===== src/rtl/pe_pkg.sv =====
// Shared PE datapath definitions: default widths and common data/address types.
package pe_pkg;

  localparam int unsigned PE_DATA_W = 16;
  localparam int unsigned PE_FRAC_W = 8;
  localparam int unsigned PE_ACT_NO = 16;
  localparam int unsigned PE_ACT_AW = $clog2(PE_ACT_NO);

  typedef logic signed [PE_DATA_W-1:0] data_t;
  typedef logic        [PE_ACT_AW-1:0] addr_t;

endpackage : pe_pkg


===== src/rtl/fxp_mul.sv =====
// Signed fixed-point multiply with arithmetic rescale (floor).
// Build option MAC_SAT_EN: clamp the rescaled product to the DATA_W range and
// flag the clamp; otherwise the product wraps to DATA_W bits.
module fxp_mul
  import pe_pkg::*;
#(
  parameter int unsigned DATA_W = PE_DATA_W,
  parameter int unsigned FRAC_W = PE_FRAC_W
) (
  input  logic signed [DATA_W-1:0] a_i,
  input  logic signed [DATA_W-1:0] b_i,
  output logic signed [DATA_W-1:0] prod_c_o,
  output logic                     sat_c_o
);

  localparam int unsigned FULL_W = 2 * DATA_W;

  logic signed [FULL_W-1:0] full_c;

  assign full_c = FULL_W'(a_i) * FULL_W'(b_i);

`ifdef MAC_SAT_EN
  localparam logic signed [FULL_W-1:0] P_MAX = FULL_W'((2 ** (DATA_W - 1)) - 1);
  localparam logic signed [FULL_W-1:0] P_MIN = ~P_MAX;

  logic signed [FULL_W-1:0] shr_c;

  assign shr_c = full_c >>> FRAC_W;

  // Clamp the rescaled product into the representable DATA_W range.
  always_comb begin
    prod_c_o = DATA_W'(shr_c);
    sat_c_o  = 1'b0;
    if (shr_c > P_MAX) begin
      prod_c_o = DATA_W'(P_MAX);
      sat_c_o  = 1'b1;
    end else if (shr_c < P_MIN) begin
      prod_c_o = DATA_W'(P_MIN);
      sat_c_o  = 1'b1;
    end
  end
`else
  assign prod_c_o = DATA_W'(full_c >>> FRAC_W);
  assign sat_c_o  = 1'b0;
`endif

endmodule : fxp_mul


===== src/rtl/mac_accum.sv =====
// PE execute/write-back stage: multiply weight by activation (stage P), then
// read-modify-write the addressed accumulator entry (stage A). Provides a
// write-first registered read-out port and a synchronous clear.
// Build option MAC_SAT_EN: saturating product/sum with sticky ovf flag;
// without it, arithmetic wraps and ovf stays 0.
module mac_accum
  import pe_pkg::*;
#(
  parameter int unsigned DATA_W = PE_DATA_W,
  parameter int unsigned FRAC_W = PE_FRAC_W,
  parameter int unsigned ACT_NO = PE_ACT_NO,
  parameter int unsigned ACT_AW = PE_ACT_AW
) (
  input  logic                     clk,
  input  logic                     rst,
  input  logic                     comp_en_mem,
  input  logic signed [DATA_W-1:0] in_act_value_mem,
  input  logic        [ACT_AW-1:0] out_act_addr_mem,
  input  logic signed [DATA_W-1:0] w_mem_q,
  input  logic                     acc_clr,
  input  logic                     rd_en,
  input  logic        [ACT_AW-1:0] rd_addr,
  output logic        [DATA_W-1:0] rd_data,
  output logic                     rd_valid,
  output logic                     busy,
  output logic                     ovf
);

  logic signed [DATA_W-1:0] prod_c;
  logic                     prod_sat_c;

  logic signed [DATA_W-1:0] prod_q;
  logic        [ACT_AW-1:0] addr_q;
  logic                     prod_vld_q;
  logic                     prod_sat_q;

  logic signed [DATA_W-1:0] acc_q [ACT_NO];
  logic signed [DATA_W-1:0] acc_old_c;
  logic signed [DATA_W-1:0] acc_wr_d;
  logic                     sum_sat_c;

  logic        [DATA_W-1:0] rd_data_q;
  logic        [DATA_W-1:0] rd_data_d;
  logic                     rd_valid_q;
  logic                     ovf_q;
  logic                     ovf_d;

  fxp_mul #(
    .DATA_W (DATA_W),
    .FRAC_W (FRAC_W)
  ) u_fxp_mul (
    .a_i      (w_mem_q),
    .b_i      (in_act_value_mem),
    .prod_c_o (prod_c),
    .sat_c_o  (prod_sat_c)
  );

  // Stage P: capture the rescaled product and its target entry.
  always_ff @(posedge clk or posedge rst) begin
    if (rst) begin
      prod_q     <= '0;
      addr_q     <= '0;
      prod_vld_q <= 1'b0;
      prod_sat_q <= 1'b0;
    end else begin
      prod_vld_q <= comp_en_mem;
      prod_sat_q <= comp_en_mem & prod_sat_c;
      if (comp_en_mem) begin
        prod_q <= prod_c;
        addr_q <= out_act_addr_mem;
      end
    end
  end

  assign acc_old_c = acc_q[addr_q];

`ifdef MAC_SAT_EN
  localparam logic signed [DATA_W-1:0] S_MAX = {1'b0, {(DATA_W - 1){1'b1}}};

  logic signed [DATA_W:0] sum_wide_c;

  assign sum_wide_c = (DATA_W + 1)'(acc_old_c) + (DATA_W + 1)'(prod_q);

  // Stage A sum with one guard bit; clamp when the guard disagrees with the sign.
  always_comb begin
    sum_sat_c = sum_wide_c[DATA_W] ^ sum_wide_c[DATA_W-1];
    acc_wr_d  = sum_wide_c[DATA_W-1:0];
    if (sum_sat_c) begin
      acc_wr_d = sum_wide_c[DATA_W] ? ~S_MAX : S_MAX;
    end
  end
`else
  assign acc_wr_d  = acc_old_c + prod_q;
  assign sum_sat_c = 1'b0;
`endif

  // Stage A: accumulator file; clear wins over a concurrent write.
  always_ff @(posedge clk or posedge rst) begin
    if (rst) begin
      for (int unsigned i = 0; i < ACT_NO; i++) begin
        acc_q[i] <= '0;
      end
    end else if (acc_clr) begin
      for (int unsigned i = 0; i < ACT_NO; i++) begin
        acc_q[i] <= '0;
      end
    end else if (prod_vld_q) begin
      acc_q[addr_q] <= acc_wr_d;
    end
  end

  // Read-out mux (write-first against stage A) and sticky overflow update.
  always_comb begin
    rd_data_d = rd_data_q;
    ovf_d     = ovf_q;
    if (rd_en) begin
      if (acc_clr) begin
        rd_data_d = '0;
      end else if (prod_vld_q && (addr_q == rd_addr)) begin
        rd_data_d = acc_wr_d;
      end else begin
        rd_data_d = acc_q[rd_addr];
      end
    end
    if (acc_clr) begin
      ovf_d = 1'b0;
    end else if (prod_vld_q && (prod_sat_q || sum_sat_c)) begin
      ovf_d = 1'b1;
    end
  end

  // Registered read-out port and overflow flag.
  always_ff @(posedge clk or posedge rst) begin
    if (rst) begin
      rd_data_q  <= '0;
      rd_valid_q <= 1'b0;
      ovf_q      <= 1'b0;
    end else begin
      rd_data_q  <= rd_data_d;
      rd_valid_q <= rd_en;
      ovf_q      <= ovf_d;
    end
  end

  assign rd_data  = rd_data_q;
  assign rd_valid = rd_valid_q;
  assign busy     = prod_vld_q;
  assign ovf      = ovf_q;

endmodule : mac_accum


===== config.mk =====
export PLATFORM = sky130hd
export DESIGN_NAME = mac_accum
export DESIGN_NICKNAME = d
export VERILOG_FILES = /design/src/rtl/pe_pkg.sv /design/src/rtl/fxp_mul.sv /design/src/rtl/mac_accum.sv
export SDC_FILE = /design/constraint.sdc
export NUM_CORES = 1
export LEC_CHECK = 0
export ABC_AREA = 1
export BUFFER_PORTS_ARGS = -buffer_cell sky130_fd_sc_hd__buf_4
export CAP_MARGIN = 20
export CORE_MARGIN = 2
export CORE_UTILIZATION = 47
export DETAILED_ROUTE_END_ITERATION = 8
export HOLD_SLACK_MARGIN = 0.12
export PLACE_DENSITY = 0.65
export SYNTH_ARGS = -nofsm -noshare
export SYNTH_HDL_FRONTEND = slang
export SYNTH_HIERARCHICAL = 1
export SYNTH_SLANG_ARGS = --single-unit

===== constraint.sdc =====
create_clock -name clk -period 8.1 [get_ports clk]
set_input_delay 0.405 -clock clk [delete_from_list [all_inputs] [get_ports clk]]
set_output_delay 0.405 -clock clk [all_outputs]
set_load 0.005 [all_outputs]

# Word level (Yosys, flattened, before mapping)
# Index checks and enable logic that the tools add are counted.
# totals
in_bits	45
out_inout_bits	19
ramBits	0
elab_cells	47
latch_bits	0
mem_count	0
register_bits	295
rom_bits	0
# classes
n_addsub	1
order_cmp	3
reduce_logical	3
n_div	0
shifts	0
n_eq_ne	1
mux	14
mul	1
bitwise	2
# op_table
cell	count
$mux W256	2
$bwmux W256	1
$bmux W16 S4	2
$mux W16	7
$demux W16 S4	1
$mul A16 B16 Y24	1
$add A16 B16 Y16	1
$ge A5 B5 Y1 const B	2
$not A4 Y5	2
$lt A5 B1 Y1 const B	1
$eq A4 B4 Y1	1
$logic_and A1 B1 Y1	2
$reduce_bool A2 Y1	1
$mux W1	1

# Depth between registers and ports, before layout
# logic_depth
depth_word	8
ltp_mapped	31
ltp_nobuf	29

# Hierarchy
# Netlist, hierarchy kept.
# modules_own_cells
module	instances	seq_area_each_um2	area_per_inst_um2	cells_each
mac_accum	1	7407.1	16026.6	2006
fxp_mul	1	0.0	8189.1	1130

# Worst setup path before layout
# Ideal clock, no wire load.
# synth_path
path_kind	input -> register
from	in w_mem_q[4]
to	reg prod_q[13]
arrival_ns	5.583
setup_ns	0.125
required_ns	7.975
path_stages	20
slack_ns	2.393
n_path_buf	2
cell_sequence	clkbuf_1 > clkbuf_1 > nand2_1 > fa_1 > inv_1 > fa_1 > fa_1 > fa_1 > fa_1 > inv_1 > fa_1 > inv_1 > ha_1 > a21oi_1 > a21boi_1 > nor2_1 > nor3_1 > nand3_1 > xor2_1 > mux2_2
# synth_between
elab_chain_len	1
# synth_lines
item	line	source
from (decl)	mac_accum.sv:19	input logic signed [DATA_W-1:0] w_mem_q,
$mul A16 B16 Y24	fxp_mul.sv:20	assign full_c = FULL_W'(a_i) * FULL_W'(b_i);
named net prod_c[13]	mac_accum.sv:29	logic signed [DATA_W-1:0] prod_c;
to (signal assigned)	mac_accum.sv:69	prod_q <= prod_c;
to (decl)	mac_accum.sv:32	logic signed [DATA_W-1:0] prod_q;
# The timed path passes the listed nets, and every way through them passes these cells.
# A chain may end at the register's enable or synchronous reset.

# Worst setup path after layout
# layout_path
from	reg addr_q[0]
to	reg rd_data_q[4], in the netlist rd_data[4]
# layout_between
elab_chain_len	7
word_cells_on_any_way	9
classes_between	add/sub (1); eq/ne (1); mux (5); bitwise (1); reduce/logical (1)
# layout_lines
item	line	source
from (decl)	mac_accum.sv:33	logic [ACT_AW-1:0] addr_q;
from (signal assigned)	mac_accum.sv:70	addr_q <= out_act_addr_mem;
$not A4 Y5 (not written as such)	mac_accum.sv:75	assign acc_old_c = acc_q[addr_q];
$bmux W16 S4	mac_accum.sv:75	
$mux W16 (not written as such) (2 in a row)	mac_accum.sv:75	
$add A16 B16 Y16	mac_accum.sv:93	assign acc_wr_d = acc_old_c + prod_q;
$mux W16 *	mac_accum.sv:119	end else if (prod_vld_q && (addr_q == rd_addr)) begin
$mux W16 *	mac_accum.sv:117	if (acc_clr) begin
to (signal assigned)	mac_accum.sv:139	rd_data_q <= rd_data_d;
to (decl)	mac_accum.sv:42	logic [DATA_W-1:0] rd_data_q;
# Every way passes the cells marked *; elsewhere a longest branch is shown, timed or not. The select of a mux whose other input is x is not followed.

==> flow_summary_export.csv <==
group,metric,value,unit
worst_setup_path,cp-end-kind,"flop",
worst_setup_path,critical_path.reg2reg.startpoint,"addr_q[0]$_DFFE_PP0P_",
drt,firstDrtPassIters,8,
drt,totalWireLength,81300,microns
clocking,cts_resized,0,
clocking,clock_latency,0.55,ns
cells_and_area,nFillCells,4950,
yosys,ys_ff_latch,296,
clocking,cts_made_buffers,34,
sta,tns,0,ns
drt,vias,22100,
sta,setup_viol,0,
clocking,cts_tree,"built",
worst_setup_path,path_class,"flop to flop",
clocking,post_cts_buffers,0,
worst_setup_path,crit_start,"addr_q[0]$_DFFE_PP0P_",
global_route,grt_overflow_total,0,
worst_setup_path,cp.required,8.56,ns
sta,hold_viol,0,
power_and_ir_drop,power_density,370,nW/um^2
cells_and_area,syn_to_final_growth,7.35,%
sta,finalCritPeriodShare,72.0,%
cells_and_area,drive_gt1_share,7.45,%
sta,grt_setup_unrepaired,"false",
global_route,grt_pass1_vias,21900,
sta,timing.fmax,0.171,GHz
yosys,synth.avg_cell_area,7.72,sq um
die,die_height,231,microns
clocking,clock-sinks,296,
worst_hold_path,worstHoldPathType,"primary input to asynchronous set/reset pin",
yosys,ys_warn_count,6,
clocking,clockRootBuffer,"clkbuf_16",
cells_and_area,multi_input_area,13500,sq um
die,die_x,231,microns
yosys,synth_cells,3136,
yosys,ys_seq_area_share,30.6,%
global_route,gr-usage-all-layers,30.4,%
drt,wl_per_cell,21.6,microns
global_route,grt_pass1_wl,125000,microns
drt,ant_nets,0,
job,cap_violations,0,
yosys,syn-num-nets,3453,
power_and_ir_drop,ir_drop,0.000497,V
cells_and_area,fin_nets,3381,
sta,drv_slew,0,
clocking,path_clk_slew,0.06,ns
clocking,hold_buffers,4,
worst_setup_path,arrival,6.29,ns
die,dieArea,53400,sq um
cells_and_area,area.sequential,7410,sq um
global_route,antenna_found_initial,1,
drt,drc,0,
yosys,syn_area,24200,sq um
cells_and_area,stdcell_area,26000,sq um
drt,vias_per_cell,5.86,
outcome,outcome,"completed",
yosys,postSynth.topFlopCell,"dfrtp_1",
yosys,yosys.cell_types.count,49,
worst_setup_path,worstSetupStartpointType,"flop",
global_route,grt_max_degree,171,
worst_setup_path,path_max_fanout,43,
yosys,synth_edf_count,0,
sta,finalCriticalPeriod,5.83,ns
drt,drt_iter0_markers,2378,
die,initial_core_util,47.4,%
place,gp_congestion,0.932,
place,port_buffers,63,
place,dpl_cell_area,24800,sq um
die,ios,64,
yosys,async_reset_ff_share,100,%
power_and_ir_drop,p_leak,12.8,nW
clocking,htree_levels,2,
die,core,51100,sq um
place,hpwl,54700,microns
sta,max_slew_margin,23.3,%
die,rows,83,
sta,tightest_slew,1.15,ns
sta,finalClockSkew,0.0405,ns
clocking,cts_buffer_depth,3,
power by group:
group          switching, W  internal, W  leakage (nW)
Sequential        0.0000707      0.00161          4.06
Clock              0.000657     0.000913         0.545
Combinational       0.00407      0.00231          8.17
Total               0.00480      0.00483          12.8
state kept, by name (all words and copies together), names as in the netlist:
register and flops:
busy 1, addr_q 4, rd_data 16, prod_sat_q 1, acc_q 256, prod_q 16, rd_valid 1, ovf 1
per-stage QoR:
step	hold slack, ns	setup WS, ns	utilization (%)	cells	total power, W
floorplan	0.436	2.39	-	3136	0.00632
global placement	0.468	2.07	48.6	3703	0.00791
detailed placement	0.478	1.97	48.6	3703	0.00799
CTS	0.143	2.49	50.8	3766	0.00958
global route	0.189	2.10	50.9	3767	0.0105
finish	0.111	2.27	50.9	3769	0.00963
layout make-up:
cell class,instances,share of cell area (%)
flip-flops and latches,296,28.5
repair buffers,84,2.54
clock inverters,8,0.356
inverters,660,9.56
diodes,2,0.0193
multi-input cells,1988,51.8
well taps,680,3.27
clock buffers,51,3.95
final timing paths:
path | end | slack (ns) | cells past startpoint
hold reg to reg | rd_data[11]$_DFFE_PP0P_ | 0.49 | 2
hold / removal | rd_data[14]$_DFFE_PP0P_ | 0.11 | 3
setup reg to reg | rd_data[4]$_DFFE_PP0P_ | 2.27 | 15
max in group asynchronous | acc_q[178]$_DFFE_PP0P_ | 6.47 | 4
setup / recovery | rd_data[4]$_DFFE_PP0P_ | 2.27 | 15
min in group clk | busy$_DFF_PP0_ | 0.20 | 1
metal layers:
layer	vias to the layer above	global-route usage, %	routed length, microns
li1	9887	-	-
met1	10800	40.4	32800
met2	1213	47.2	36000
met3	234	6.87	8590
met4	0	14.6	3940
met5	-	0	0
placed cells by master (no fill, tap or decap), types with 21 or more instances in the layout:
master,Yosys,final
inv_1,630,629
nand2_1,628,627
dfrtp_1,296,296
o22ai_1,256,256
o21ai_0,234,234
fa_1,187,187
nand3_1,170,170
a21oi_1,118,118
nor2_1,91,91
ha_1,85,85
buf_4,4,77
o211ai_1,42,42
clkbuf_16,0,35
o21ai_1,31,31
nand4_1,21,21
critical path: stages, from the launching register on:
cell	delay, ns
dfrtp_1	0.71
nor2_1	0.13
clkinv_1	0.47
buf_4	0.64
o21ai_0	0.14
o21ai_0	0.70
nand4_1	0.54
fa_1	0.56
nand2_1	0.09
nand3_1	0.09
o21ai_2	0.13
xor2_1	0.38
clkinv_1	0.60
nor2_1	0.24
a31oi_1	0.11
o21ai_0	0.18
synth_stat cells (3+ instances only):
cell type,count,area [sq um]
mux2_2,15,169
inv_1,630,2360
xnor2_1,8,70.1
nand2_1,628,2360
buf_6,6,67.6
ha_1,85,1060
buf_1,13,48.8
o21ai_0,234,1170
a31oi_1,3,18.8
nand3_2,7,70.1
xor2_2,3,48.8
a21oi_1,118,591
nand4_1,21,131
nand3_1,170,851
a21o_1,3,22.5
nor2_1,91,342
o22ai_1,256,1600
inv_2,21,78.8
nor2_2,5,31.3
nor3_1,6,30.0
fa_1,187,3740
o21ai_2,13,114
buf_2,69,345
o211ai_1,42,315
clkinv_1,8,30.0
clkbuf_1,100,375
o22ai_2,12,150
nand2_2,7,43.8
or2_2,3,18.8
o21bai_1,5,37.5
and2_1,4,25.0
o21ai_1,31,155
dfrtp_1,296,7410
buf_4,4,30.0
xor2_1,12,105
cells by family after synthesis:
logic type      synth area share (%)
simple gates                    16.5
buf+inv                         13.8
compound gates                  17.5
flops                           30.6
fa+ha+maj                       19.9
xor+xnor                       0.992
mux                            0.698
other cells                   0.0155
No activity file was read; power rests on OpenSTA's default activity.
